<file path="config.mk">
export PLATFORM = sky130hd
export DESIGN_NAME = pipe_ctrl_unit
export DESIGN_NICKNAME = d
export VERILOG_FILES = /design/src/rtl/pipe_ctrl_unit.sv
export SDC_FILE = /design/constraint.sdc
export NUM_CORES = 1
export LEC_CHECK = 0
export ABC_CLOCK_PERIOD_IN_PS = 3050
export BUFFER_PORTS_ARGS = -buffer_cell sky130_fd_sc_hd__buf_4
export CAP_MARGIN = 20
export CORE_ASPECT_RATIO = 1.2
export CORE_UTILIZATION = 45
export CTS_CLUSTER_DIAMETER = 50
export DETAILED_ROUTE_END_ITERATION = 12
export PLACE_DENSITY = 0.79
export SLEW_MARGIN = 20
export SYNTH_ARGS = -nofsm -noshare
export SYNTH_HDL_FRONTEND = slang
export SYNTH_SLANG_ARGS = --single-unit
</file>
<file path="constraint.sdc">
create_clock -name clk -period 3.05 [get_ports clk]
set_clock_uncertainty 0.1 [all_clocks]
set_input_delay 0.4575 -clock clk [delete_from_list [all_inputs] [get_ports clk]]
set_output_delay 0.4575 -clock clk [all_outputs]
set_load 0.05 [all_outputs]
</file>
<file path="src/rtl/pipe_ctrl_unit.sv">
// Two-stage (ID -> EX) control unit: decodes the instruction held in ID,
// registers the control word into EX, and generates PC redirect, flush and
// load-use stall handling around the pipeline registers.
module pipe_ctrl_unit #(
  parameter int MEM_LANES = 4,
  parameter int REG_AW    = 5,
  parameter int HAZARD_EN = 1
) (
  input  logic                 clk,
  input  logic                 rst_n,
  input  logic                 instr_valid,
  input  logic [31:0]          instr,
  output logic                 instr_ready,
  input  logic                 alu_zero,
  output logic                 ex_valid,
  output logic [3:0]           alu_control,
  output logic                 alu_mux_select,
  output logic                 file_wren,
  output logic [REG_AW-1:0]    wr_addr,
  output logic [MEM_LANES-1:0] data_mem_wren,
  output logic                 mem_rden,
  output logic [2:0]           pc_control,
  output logic                 flush
);

  localparam logic [2:0] BR_NONE = 3'd0;
  localparam logic [2:0] BR_JMP  = 3'd1;
  localparam logic [2:0] BR_JR   = 3'd2;
  localparam logic [2:0] BR_BEQ  = 3'd3;
  localparam logic [2:0] BR_BNE  = 3'd4;
  localparam int HALF_LANES = (MEM_LANES < 2) ? MEM_LANES : 2;

  logic        run;
  logic        id_valid;
  logic [31:0] id_instr;
  logic [2:0]  ex_br;

  logic [5:0]  op, funct;
  logic [4:0]  rs, rt, rd;
  logic        unused_bits;

  logic [3:0]           d_alu;
  logic                 d_mux;
  logic                 d_wren;
  logic [REG_AW-1:0]    d_waddr;
  logic [MEM_LANES-1:0] d_mem;
  logic [MEM_LANES-1:0] sh_mask;
  logic                 d_rden;
  logic [2:0]           d_br;
  logic                 reads_rt;
  logic                 hazard;
  logic                 stall;

  assign op          = id_instr[31:26];
  assign rs          = id_instr[25:21];
  assign rt          = id_instr[20:16];
  assign rd          = id_instr[15:11];
  assign funct       = id_instr[5:0];
  assign unused_bits = ^id_instr[10:6];

  // Decode the ID instruction into the control word that EX will carry.
  always_comb begin
    d_alu   = 4'b1111;
    d_mux   = !(op == 6'h00 || op == 6'h02 || op == 6'h03);
    d_wren  = 1'b0;
    d_waddr = '0;
    d_mem   = '0;
    d_rden  = (op == 6'h23);
    d_br    = BR_NONE;
    for (int i = 0; i < MEM_LANES; i++) sh_mask[i] = (i < HALF_LANES);

    if (op == 6'h00) begin
      case (funct)
        6'h24: d_alu = 4'b0000;
        6'h25: d_alu = 4'b0001;
        6'h21: d_alu = 4'b0010;
        6'h26: d_alu = 4'b0011;
        6'h27: d_alu = 4'b0100;
        6'h22: d_alu = 4'b0110;
        6'h2A: d_alu = 4'b0111;
        6'h00: d_alu = 4'b1000;
        6'h02: d_alu = 4'b1001;
        6'h20: d_alu = 4'b1011;
        default: d_alu = 4'b1111;
      endcase
    end else if (op == 6'h08 || op == 6'h23 || op == 6'h2B) begin
      d_alu = 4'b1011;
    end else if (op == 6'h04 || op == 6'h05) begin
      d_alu = 4'b1100;
    end

    if (op == 6'h00 && funct != 6'h08) begin
      d_wren  = 1'b1;
      d_waddr = REG_AW'(rd);
    end else if (op == 6'h08 || op == 6'h23) begin
      d_wren  = 1'b1;
      d_waddr = REG_AW'(rt);
    end else if (op == 6'h03) begin
      d_wren  = 1'b1;
      d_waddr = '1;
    end
    // Register 0 is hardwired; never report a write to it.
    if (d_waddr == '0) d_wren = 1'b0;

    case (op)
      6'h2B:   d_mem = '1;
      6'h29:   d_mem = sh_mask;
      6'h28:   d_mem = MEM_LANES'(1);
      default: d_mem = '0;
    endcase

    if (op == 6'h02 || op == 6'h03)         d_br = BR_JMP;
    else if (op == 6'h00 && funct == 6'h08) d_br = BR_JR;
    else if (op == 6'h04)                   d_br = BR_BEQ;
    else if (op == 6'h05)                   d_br = BR_BNE;
  end

  // Resolve PC command from the EX control word and the live ALU zero flag.
  always_comb begin
    pc_control = 3'b000;
    if (ex_valid) begin
      case (ex_br)
        BR_JMP:  pc_control = 3'b001;
        BR_JR:   pc_control = 3'b010;
        BR_BEQ:  pc_control = alu_zero ? 3'b011 : 3'b000;
        BR_BNE:  pc_control = alu_zero ? 3'b000 : 3'b100;
        default: pc_control = 3'b000;
      endcase
    end
  end

  // mem_rden is only ever set for a valid load, so it doubles as "EX holds lw".
  assign reads_rt = (op == 6'h00 || op == 6'h04 || op == 6'h05 || op == 6'h2B);
  assign hazard   = (HAZARD_EN != 0) && id_valid && mem_rden && (wr_addr != '0) &&
                    ((REG_AW'(rs) == wr_addr) || (reads_rt && REG_AW'(rt) == wr_addr));
  assign flush       = (pc_control != 3'b000);
  assign stall       = hazard && !flush;
  assign instr_ready = run && !flush && !stall;

  // ID stage: accept, hold on stall, or drop on flush.
  always_ff @(posedge clk or negedge rst_n) begin
    if (!rst_n) begin
      run      <= 1'b0;
      id_valid <= 1'b0;
      id_instr <= '0;
    end else begin
      run <= 1'b1;
      if (flush) begin
        id_valid <= 1'b0;
      end else if (!stall) begin
        id_valid <= instr_valid && instr_ready;
        id_instr <= instr;
      end
    end
  end

  // EX stage: load the decoded word, or a bubble on stall/flush/empty ID.
  always_ff @(posedge clk or negedge rst_n) begin
    if (!rst_n) begin
      ex_valid       <= 1'b0;
      alu_control    <= 4'b1111;
      alu_mux_select <= 1'b0;
      file_wren      <= 1'b0;
      wr_addr        <= '0;
      data_mem_wren  <= '0;
      mem_rden       <= 1'b0;
      ex_br          <= BR_NONE;
    end else if (flush || stall || !id_valid) begin
      ex_valid       <= 1'b0;
      alu_control    <= 4'b1111;
      alu_mux_select <= 1'b0;
      file_wren      <= 1'b0;
      wr_addr        <= '0;
      data_mem_wren  <= '0;
      mem_rden       <= 1'b0;
      ex_br          <= BR_NONE;
    end else begin
      ex_valid       <= 1'b1;
      alu_control    <= d_alu;
      alu_mux_select <= d_mux;
      file_wren      <= d_wren;
      wr_addr        <= d_waddr;
      data_mem_wren  <= d_mem;
      mem_rden       <= d_rden;
      ex_br          <= d_br;
    end
  end

endmodule

</file>
# Yosys cells after proc, flatten, opt, wreduce, memory -nomap -nowiden
# Index checks and enable logic that the tools add are counted.
[word_totals] regBits=54 input_bits=36 wordCells=102 output_inout_bits=22
[op_classes] eq_ne=27 reduce_logical=32 bitwise_logic=2 n_mux=30
[op_table] cell="6-bit == test, second input constant" count=12
[op_table] cell="4-bit one-hot mux with 10 select lines" count=1
[op_table] cell="3-bit two-way mux" count=8
[op_table] cell="5-bit two-way mux" count=4
[op_table] cell="6-bit by 2-bit == test with 1-bit output, second input constant" count=3
[op_table] cell="6-bit by 3-bit == test with 1-bit output, second input constant" count=2
[op_table] cell="6-bit by 4-bit == test with 1-bit output, second input constant" count=2
[op_table] cell="6-bit logical NOT" count=2
[op_table] cell="1-bit logical OR" count=12
[op_table] cell="4-bit two-way mux" count=3
[op_table] cell="3-bit one-hot mux with 4 select lines" count=1
[op_table] cell="4-bit one-hot mux with 3 select lines" count=1
[op_table] cell="5-bit == test" count=2
[op_table] cell="1-bit logical AND" count=10
[op_table] cell="1-bit two-way mux" count=10
[op_table] cell="3-bit by 2-bit == test with 1-bit output, second input constant" count=2
[op_table] cell="6-bit by 4-bit != test with 1-bit output, second input constant" count=1
[op_table] cell="5-bit logical NOT" count=1
[op_table] cell="5-bit nonzero test" count=1
[op_table] cell="1-bit logical NOT" count=4
[op_table] cell="2-bit two-way mux" count=2
[op_table] cell="3-bit by 1-bit == test with 1-bit output, second input constant" count=1
[op_table] cell="3-bit == test, second input constant" count=1
[op_table] cell="3-bit nonzero test" count=1
[op_table] cell="3 further kinds" count=4

# Logic depth before layout (Yosys ltp)
[depth] word_depth=13 mapped_depth=7 ltp_nobuf=5

# Worst setup path before layout
# OpenSTA, ideal clock, no wires.
[synth_path] path_type="register -> output" from="reg wr_addr[1]" to="out instr_ready" path_slack_ps=25 arrival_time_ps=2468 stages_incl_launch_ff=7 required_ps=2492 path_buffers=1 path_cell_list="dfrtp_1 -> or4_1 -> o211ai_2 -> a2111o_1 -> nand3_4 -> buf_8 -> nor2_1"
[synth_between] elab_chain_cells=7 word_cells_on_any_way=10 classes_between="eq/ne (2); reduce/logical (8)"
[synth_rtl] item="from (decl)" line_no="19" source="output logic [REG_AW-1:0] wr_addr,"
[synth_rtl] item="from (signal assigned)" line_no="182" source="wr_addr <= d_waddr;"
[synth_rtl] item="5-bit == test" line_no="135" source="((REG_AW'(rs) == wr_addr) || (reads_rt && REG_AW'(rt) == wr_addr));"
[synth_rtl] item="1-bit logical AND" line_no="135"
[synth_rtl] item="1-bit logical OR" line_no="135"
[synth_rtl] item="1-bit logical AND *" line_no="134" source="assign hazard = (HAZARD_EN != 0) && id_valid && mem_rden && (wr_addr != '0) &&"
[synth_rtl] item="1-bit logical AND *" line_no="137" source="assign stall = hazard && !flush;"
[synth_rtl] item="1-bit logical NOT *"
[synth_rtl] item="1-bit logical AND *" line_no="138" source="assign instr_ready = run && !flush && !stall;"
[synth_rtl] item="to (decl)" line_no="13" source="output logic instr_ready,"
# Every way passes the cells marked *; elsewhere a longest branch is shown, timed or not.

# Worst setup path after layout
[layout_path] from="reg id_instr[26]" to="out instr_ready"
[layout_between] elab_chain_cells=10 word_cells_on_any_way=13 classes_between="eq/ne (3); reduce/logical (10)"
[layout_rtl] item="from (decl)" line_no="35" source="logic [31:0] id_instr;"
[layout_rtl] item="from (signal assigned)" line_no="152" source="id_instr <= instr;"
[layout_rtl] item="6-bit by 3-bit == test with 1-bit output or 6-bit logical NOT (tied branches)" line_no="133" source="assign reads_rt = (op == 6'h00 || op == 6'h04 || op == 6'h05 || op == 6'h2B);"
[layout_rtl] item="1-bit logical OR (2 in a row)" line_no="133"
[layout_rtl] item="1-bit logical OR *" line_no="133"
[layout_rtl] item="1-bit logical AND *" line_no="135"
[layout_rtl] item="1-bit logical OR *" line_no="135"
[layout_rtl] item="1-bit logical AND *" line_no="134"
[layout_rtl] item="1-bit logical AND *" line_no="137"
[layout_rtl] item="1-bit logical NOT *"
[layout_rtl] item="1-bit logical AND *" line_no="138"
# Marks and branches as above.

==> out/results.ini <==
[run_status]
status=completed

[final_layout]
fillers=445
nets=291
final_cell_mix=53 x buf_4, 44 x dfrtp_1, 20 x mux2_4, 13 x nor2_1, 10 x xnor2_1
syn2layout_area_growth_pct=19.4
drive_gt1_share_pct=36.7
diodes=0
final_common_cell=buf_4

[power]
p_sw_share_pct=24.7
power_frac_seq_pct=58.2
power.leakage_nw=1.33
fin_total_pwr_mw=1.19
pwr-share-clk_pct=30.2
powerDensity_nw_per_um2=401
net-switching-power_mw=0.294
pwr-share-comb_pct=11.6
power.internal_mw=0.895
ir_worst_vdd_mv=0.232

[grt]
grt.total_usage_pct=17.1
grt_first_pass_wirelength_mm=7.82
antenna_found_initial=0
grt_overflow=0
grt_max_degree=49
grt_pass1_vias=1646

[floorplanning]
dieArea_um2=5820
core_area_um2=5300
top_level_ports=58
start_util_pct=46.8
die_width_um=69.8
rows=29
die_y_um=83.3

[worst_setup_path]
crit_type=reg2out
cpMaxStageDelayCell=dfrtp_1
endpoint_kind=output pin
critPathMaxFanout=13
crit_required_ns=2.49
cpPeakStageDelay_ns=0.50
path_cells=nor2b_1, or4_1, a2111o_1, nand3_4, nor2_1, buf_4
critPathLaunchType=flop
ff2ff_path_depth=6
arrival_ns=2.39

[placed_design]
place_congestion=0.893
dp_worst_setup_slack_ns=0.445
hpwl_mm=3.54
io_buffers=52

[routing]
wl_per_cell_um=15.0
wirelength_mm=4.77
drc=0
first_iter_violations=52
num_vias=1737
dr.pass1.iters=4
ant_nets=0
via_per_inst=5.46

[yosys]
avgSynthCellArea_um2=12.1
synthesis.nets=241
syn-cell-area_um2=2480
synthArstFlopShare_pct=100
yosysUniqueCellTypes=52
synthCells=205
ys.flop_type=dfrtp_1
synth_enable_flop_cells=0
synth-seq-area-share_pct=48.6
synth-seq-cells=48
yosys_warnings=0

[timing]
max-slew-margin-rel_pct=59.4
hold_viol=0
drv_slew=0
min_period_over_period_pct=96.8
setup_viol=0
layout_setup_ws_ns=0.0982
rsz0062_at_grt=no
fmax_ghz=0.339
fin_crit_ns=2.95
tightest_slew_ns=0.604
fin_setup_tns_ns=0

[clock_tree]
cts_max_path_buffers=2
cts-root-buf=clkbuf_8
cts-resized-gates=0
cts.sinks=48
numCtsBuffers=5
insertion_delay_ns=0.30
cts_setup_buffers=0
h-tree-depth=2
ctsHoldBuffers=0
clk_pin_slew_ns=0.08
cts_tree=yes

[job]
maxCapViolCount=0

[min_path]
hp-class=in2async

==> area by class of cell <==
cell class              count  area [um^2]  area share [%]
clock buffers               6         72.6            2.45
repair buffers             54          418            14.1
clock inverters             2         12.5           0.422
flip-flops and latches     48         1210            40.7
inverters                   6         22.5           0.760
well taps                  62         77.6            2.62
multi-input cells         140         1150            38.9
==> synth_stat cells, types with 2 or more instances <==
cell / number / area, um^2
nand3_1: 5 / 25.0
and3_1: 3 / 18.8
nor2_1: 13 / 48.8
a21oi_1: 3 / 15.0
buf_2: 2 / 10.0
mux2_4: 20 / 300
o21a_1: 2 / 15.0
buf_12: 2 / 40.0
a22o_1: 4 / 35.0
or4_1: 3 / 22.5
xor2_1: 2 / 17.5
xnor2_1: 10 / 87.6
o21ai_0: 8 / 40.0
nand4_1: 2 / 12.5
clkbuf_1: 3 / 11.3
mux2_1: 7 / 78.8
dfstp_2: 4 / 105
nor4_1: 4 / 25.0
nand2b_1: 8 / 50.1
nand2_1: 6 / 22.5
and4b_1: 2 / 20.0
nor3_1: 7 / 35.0
nor2b_1: 7 / 43.8
dfrtp_1: 44 / 1100
or3_1: 2 / 12.5
inv_1: 6 / 22.5
==> final timing paths <==
| path | start | to | slack, ns |
|---|---|---|---|
| max | id_instr[26] | instr_ready | 0.1 |
| max reg2reg | id_instr[26] | id_instr[30] | 0.45 |
| max in group asynchronous | rst_n | alu_mux_select | 2.40 |
| min in group clk | instr[25] | id_instr[25] | 0.27 |
| min reg2reg | id_instr[25] | id_instr[25] | 0.42 |
| min | rst_n | id_instr[22] | 0.05 |
==> state kept, by name, summed over array words and instances, names as in the netlist <==
signal,count
alu_control,4
wr_addr,5
file_wren,1
id_valid,1
ex_br,3
mem_rden,1
ex_valid,1
alu_mux_select,1
run,1
id_instr,27
data_mem_wren,3
==> per-stage QoR <==
stage / hold slack (ns) / util, % / instances / area [um^2]
4_1_cts: 0.0664 / 55.9 / 318 / 2960
3_3_place_gp: 0.387 / 54.3 / 310 / 2880
5_1_grt: 0.0936 / 55.9 / 318 / 2960
2_1_floorplan: 0.0619 / - / 205 / 2480
3_5_place_dp: 0.401 / 54.3 / 310 / 2880
6_report: 0.0515 / 55.9 / 318 / 2960
==> worst max-delay path, delay by kind of cell (launching register included) <==
kind,cells,cell delay [ns]
buffers and inverters,1,0.19
DFF,1,0.50
and+or+nand+nor,4,0.91
AOI/OAI and AO/OA,1,0.50
==> metal layers <==
metal | up-vias | global-route usage [%] | share of wire (%) | routed length, um
met3 | 11 | 3.28 | 3.7 | 175
met2 | 45 | 27.8 | 50 | 2380
met5 | - | 0 | 0 | 0
met4 | 0 | 7.64 | 2.4 | 113
li1 | 831 | - | - | -
met1 | 850 | 22.0 | 44 | 2100
==> power by group through the flow <==
stage	logic, mW	clock network [mW]	registers (mW)
global placement	0.135	0	0.703
global route	0.150	0.402	0.696
CTS	0.140	0.375	0.691
detailed placement	0.139	0	0.704
finish	0.138	0.359	0.692
floorplan	0.0823	0	0.698
==> cells by family after synthesis <==
kind of cell | count (synthesis) | synth area share [%]
AND/OR/NAND/NOR | 71 | 17.7
flip-flops | 48 | 48.6
AO/OA/AOI/OAI | 29 | 9.13
multiplexers | 27 | 15.3
buffers and inverters | 17 | 4.94
XOR/XNOR | 12 | 4.24
other | 1 | 0.151
Note: power is estimated with default switching activity, not from simulation.
